## src/rtl/nyq_interp.sv

```systemverilog
// nyq_interp: 32-tap, 4-phase polyphase interpolator (x4 upsample + low-pass) built around one shared MAC.
// Build option NYQI_SAT_EN: clip the output to the OUT_WIDTH range instead of two's-complement wrap.
module nyq_interp #(
   parameter int ADDR_WIDTH = 5,
   parameter int MEM_WIDTH  = 32,
   parameter int IN_WIDTH   = 24,
   parameter int OUT_WIDTH  = 24
) (
   input  logic                  Clk_CI,
   input  logic                  Rst_RBI,
   input  logic                  WrEn_SI,
   input  logic [ADDR_WIDTH-1:0] Addr_DI,
   input  logic [MEM_WIDTH-1:0]  PAR_In_DI,
   input  logic [IN_WIDTH-1:0]   NYQI_In_DI,
   input  logic                  NYQI_InValid_SI,
   output logic                  NYQI_InReady_SO,
   output logic [OUT_WIDTH-1:0]  NYQI_Out_DO,
   output logic                  NYQI_OutValid_SO
);

   localparam int COEF_W = 24;
   localparam int PROD_W = COEF_W + IN_WIDTH;
   localparam int ACC_W  = PROD_W + 3;
   localparam int SHIFT  = 23;
   localparam int DEPTH  = 2**ADDR_WIDTH;

   typedef enum logic {IDLE, MAC} state_t;

   state_t                     state_q, state_d;
   logic [2:0]                 tap_q;
   logic [1:0]                 phase_q;
   logic signed [ACC_W-1:0]    acc_q;
   logic signed [IN_WIDTH-1:0] x_q [0:7];
   logic [COEF_W-1:0]          coef_q [0:DEPTH-1];
   logic [OUT_WIDTH-1:0]       out_q;
   logic                       out_valid_q;

   logic [ADDR_WIDTH-1:0]      coef_addr;
   logic signed [COEF_W-1:0]   coef_rd;
   logic signed [PROD_W-1:0]   product;
   logic signed [ACC_W-1:0]    sum_d;
   logic [OUT_WIDTH-1:0]       result_d;
   logic                       unused_par_bits;

   // Tap j of phase p lives at address 4*j+p, so the address is just {tap, phase}.
   assign coef_addr = ADDR_WIDTH'({tap_q, phase_q});
   assign coef_rd   = coef_q[coef_addr];
   assign product   = coef_rd * x_q[tap_q];
   assign sum_d     = acc_q + {{(ACC_W-PROD_W){product[PROD_W-1]}}, product};

   assign unused_par_bits = ^PAR_In_DI[MEM_WIDTH-1:COEF_W];

`ifdef NYQI_SAT_EN
   localparam int SH_W = ACC_W - SHIFT;
   localparam logic signed [SH_W-1:0] OUT_MAX = {{(SH_W-OUT_WIDTH+1){1'b0}}, {(OUT_WIDTH-1){1'b1}}};
   localparam logic signed [SH_W-1:0] OUT_MIN = {{(SH_W-OUT_WIDTH+1){1'b1}}, {(OUT_WIDTH-1){1'b0}}};

   logic signed [SH_W-1:0] shifted;
   assign shifted = SH_W'(sum_d >>> SHIFT);

   always_comb begin
      result_d = shifted[OUT_WIDTH-1:0];
      if (shifted > OUT_MAX) begin
         result_d = OUT_MAX[OUT_WIDTH-1:0];
      end else if (shifted < OUT_MIN) begin
         result_d = OUT_MIN[OUT_WIDTH-1:0];
      end
   end
`else
   assign result_d = OUT_WIDTH'(sum_d >>> SHIFT);
`endif

   always_ff @(posedge Clk_CI or negedge Rst_RBI) begin
      if (!Rst_RBI) begin
         state_q <= IDLE;
      end else begin
         state_q <= state_d;
      end
   end

   always_comb begin
      state_d = state_q;
      case (state_q)
         IDLE: if (NYQI_InValid_SI) state_d = MAC;
         MAC:  if (tap_q == 3'd7 && phase_q == 2'd3) state_d = IDLE;
         default: state_d = IDLE;
      endcase
   end

   // Reads are combinational from the register array, so a same-edge write is seen one edge later.
   always_ff @(posedge Clk_CI or negedge Rst_RBI) begin
      if (!Rst_RBI) begin
         for (int k = 0; k < DEPTH; k++) coef_q[k] <= '0;
      end else if (WrEn_SI) begin
         coef_q[Addr_DI] <= PAR_In_DI[COEF_W-1:0];
      end
   end

   always_ff @(posedge Clk_CI or negedge Rst_RBI) begin
      if (!Rst_RBI) begin
         tap_q       <= '0;
         phase_q     <= '0;
         acc_q       <= '0;
         out_q       <= '0;
         out_valid_q <= 1'b0;
         for (int k = 0; k < 8; k++) x_q[k] <= '0;
      end else begin
         out_valid_q <= 1'b0;
         case (state_q)
            IDLE: begin
               if (NYQI_InValid_SI) begin
                  x_q[0] <= NYQI_In_DI;
                  for (int k = 1; k < 8; k++) x_q[k] <= x_q[k-1];
                  acc_q   <= '0;
                  tap_q   <= '0;
                  phase_q <= '0;
               end
            end
            MAC: begin
               if (tap_q == 3'd7) begin
                  out_q       <= result_d;
                  out_valid_q <= 1'b1;
                  acc_q       <= '0;
                  tap_q       <= '0;
                  phase_q     <= phase_q + 2'd1;
               end else begin
                  acc_q <= sum_d;
                  tap_q <= tap_q + 3'd1;
               end
            end
            default: ;
         endcase
      end
   end

   assign NYQI_InReady_SO  = (state_q == IDLE);
   assign NYQI_Out_DO      = out_q;
   assign NYQI_OutValid_SO = out_valid_q;

endmodule

```

## config.mk

```make
export PLATFORM = sky130hd
export DESIGN_NAME = nyq_interp
export DESIGN_NICKNAME = d
export VERILOG_FILES = /design/src/rtl/nyq_interp.sv
export SDC_FILE = /design/constraint.sdc
export NUM_CORES = 2
export LEC_CHECK = 0
export ABC_AREA = 1
export CAP_MARGIN = 20
export CELL_PAD_IN_SITES_DETAIL_PLACEMENT = 1
export CELL_PAD_IN_SITES_GLOBAL_PLACEMENT = 2
export CORE_MARGIN = 10
export CORE_UTILIZATION = 41
export CTS_BUF_LIST = sky130_fd_sc_hd__clkbuf_4
export DETAILED_ROUTE_END_ITERATION = 12
export GPL_TIMING_DRIVEN = 1
export PLACE_DENSITY_LB_ADDON = 0.1
export SYNTH_ARGS = -nofsm -noshare
export SYNTH_HDL_FRONTEND = slang
export SYNTH_SLANG_ARGS = --single-unit
export TNS_END_PERCENT = 100
```

## constraint.sdc

```tcl
create_clock -name Clk_CI -period 11.7 [get_ports Clk_CI]
set_input_delay 3.51 -clock Clk_CI [delete_from_list [all_inputs] [get_ports Clk_CI]]
set_output_delay 3.51 -clock Clk_CI [all_outputs]
set_load 0.005 [all_outputs]
```

==> results.txt <==
Routed WL - 234 mm
Avg Vias per Cell - 5.36
Clock transition at path regs - 0.07 ns
initial antenna violation count - 6
clk_skew - 0.132 ns
first-pass GRT wire length - 370 mm
Slew @ Worst Pin - 1.08 ns
highest routed layer - met5
RSZ-0062 raised after global routing - no
WP data required - 12.81 ns
DR WL met3 - 8.86 mm
Clock Root Buffer - clkbuf_4
max-slew violations - 0
Post-synth ARST share - 100%
Post-Synthesis Cells - 8,359
Startpoint Class - flop
syn nets - 9,207
Layout Area Growth over Synthesis - 10.2%
Post-CTS Setup Repair Bufs - 0
GRT overflow - 0
setup violators final - 0
Max stage delay on crit path - 0.58 ns
status - complete, no violations
setup TNS - 0 ns
Slowest-stage cell, CP - dfrtp_4
TritonRoute pass-1 iters - 5
Worst Path Arrival - 12.07 ns
Post-Syn Area per Cell - 8.32 µm²
CTS tree - yes
hold_sp - coef_q[316]
r2r startpoint - phase_q[1]
core area - 169,000 µm²
gpl congestion - 0.881
Max Buffers Root-to-Sink - 4
yosys warns - 0
total CTS buffers - 320
number of synthesized flops with an enable pin - 0
DRC Markers - 0
largest cells by area after synthesis - dfrtp_1 37%, fa_1 17%, o21ai_0 9.6%, nand2_1 8.6%, nor2_1 5.3%
post-synth cell types - 49
Peak Freq - 91.3 MHz
met2 WL - 114 mm
antenna viol nets, final - 0
Die Ht - 432 µm
CP endpoint kind - flop
drt wl/cell - 21.6 µm
number of synthesized register bits - 1,038
CTS HTree Levels - 5
Detailed Route Iter0 Violations - 3,226
starting density of the core - 41.1%
Placed Cells incl. Taps - 10.3k
detailed placer's ending HPWL - 161 mm
Slew headroom - 27.7%
# port buffers - 82
top-count cell post-synth - nand2_1
pin count of the biggest net entering global routing - 219
Sink Count - 1,038
CTS Hold Buffers Added - 0
final std cells w/o fill - 10.8k
sequential area share after synthesis - 37.3%
WS Path Type - flop to flop
DIE WIDTH - 432 µm
die footprint - 187,000 µm²
GRT Overall Usage - 25.3%
Final nets - 9,260
IO Count - 91
Final period util - 93.7%
Fin. Hold Viols - 0
post-synth top area share - 37.3%
leading cell types by count after synthesis - 1,594 x nand2_1, 1,336 x o21ai_0, 1,038 x dfrtp_1, 982 x nor2_1, 939 x inv_1
Primary FF master, synth - dfrtp_1
clock latency at the later pin of the worst-skew pair - 1.40 ns
CP Max Fanout - 48
CP most frequent cell - fa_1
Final Critical Period - 10.96 ns
M1 wire length - 103 mm
fraction of layout cells with a size suffix above 1 - 9.46%
row cnt - 151
routed via count - 58.1k
vias in the first global route - 63.1k
cell area after synthesis - 69,600 µm²
Synth area leader - dfrtp_1
crit path launch - phase_q[1]
worst hold-check path type - flop to flop
Max Cap Viol - 0
post-cts sizing count - 0
[state kept, by name, summed over array words and instances (netlist names)]
signal and count:
NYQI_Out_DO 24, state_q 1, phase_q 2, x_q 192, acc_q 47, coef_q 768
tap_q 3, NYQI_OutValid_SO 1
[cells in the final DEF, fill, tap and decap left out, types with 128 or more instances in the layout]
| master | netlist | final |
|---|---|---|
| a21oi_1 | 418 | 418 |
| buf_4 | 36 | 182 |
| clkbuf_4 | 0 | 450 |
| dfrtp_1 | 1038 | 1033 |
| fa_1 | 600 | 599 |
| ha_1 | 183 | 183 |
| inv_1 | 939 | 937 |
| nand2_1 | 1594 | 1566 |
| nand3_1 | 176 | 176 |
| nor2_1 | 982 | 976 |
| o21ai_0 | 1336 | 1336 |
| o221ai_1 | 128 | 128 |
[kinds of logic (layout without fill, tap and decap cells)]
kind of cell | after synthesis | in the layout | share of synthesized area, %
fa+ha+maj | 783 | 783 | 20.6
xor+xnor | 56 | 56 | 0.705
buf+inv | 1549 | 1795 | 9.11
simple gates | 2844 | 2844 | 16.0
flops | 1038 | 1038 | 37.3
other cells | 0 | 14 | 0
compound gates | 2089 | 2089 | 16.3
[layer usage]
layer	vias up	GRT usage (%)
met2	1127	43.4
met1	29500	32.8
met5	-	0
met4	4	8.89
met3	406	3.46
li1	27000	-
[metrics by stage]
step | utilization, % | hold slack, ns | worst slack (ns) | instance area (µm²)
CTS | 45.3 | 0.482 | 0.665 | 76500
detailed placement | 43.1 | 0.468 | 0.736 | 72800
global placement | 43.0 | 0.460 | 0.890 | 72700
floorplan | - | 0.448 | 3.01 | 69600
global route | 45.3 | 0.503 | 0.0738 | 76700
finish | 45.3 | 0.478 | 0.742 | 76700
[worst max-delay path, delay by kind of cell, from the launching register on]
family / cells / cell delay (ns)
AO/OA/AOI/OAI: 8 / 1.44
XOR/XNOR: 2 / 0.55
adder cells (fa/ha/maj): 9 / 4.29
buffers and inverters: 8 / 1.61
flip-flops: 1 / 0.58
AND/OR/NAND/NOR: 12 / 2.23
[worst paths after layout]
check,to,slack (ns),depth (start not counted)
max in group asynchronous,coef_q[99],7.22,3
min in group asynchronous,coef_q[748],2.22,1
worst min-delay path,coef_q[316],0.48,2
worst min register to register,coef_q[316],0.48,2
worst max register to register,NYQI_Out_DO[21],0.74,39
worst max-delay path,NYQI_Out_DO[21],0.74,39
[final cells by class]
type	instances	area, µm²
well taps	2218	2780
clock inverters	65	354
repair buffers	306	3060
fillers	20300	92400
clock buffers	450	3380
diodes	14	35.0
multi-input cells	5772	37400
inverters	974	3680
flip-flops and latches	1038	26000
Power is not shown: default switching activity piles up to over one toggle a cycle in this logic, so the estimate is an artifact.
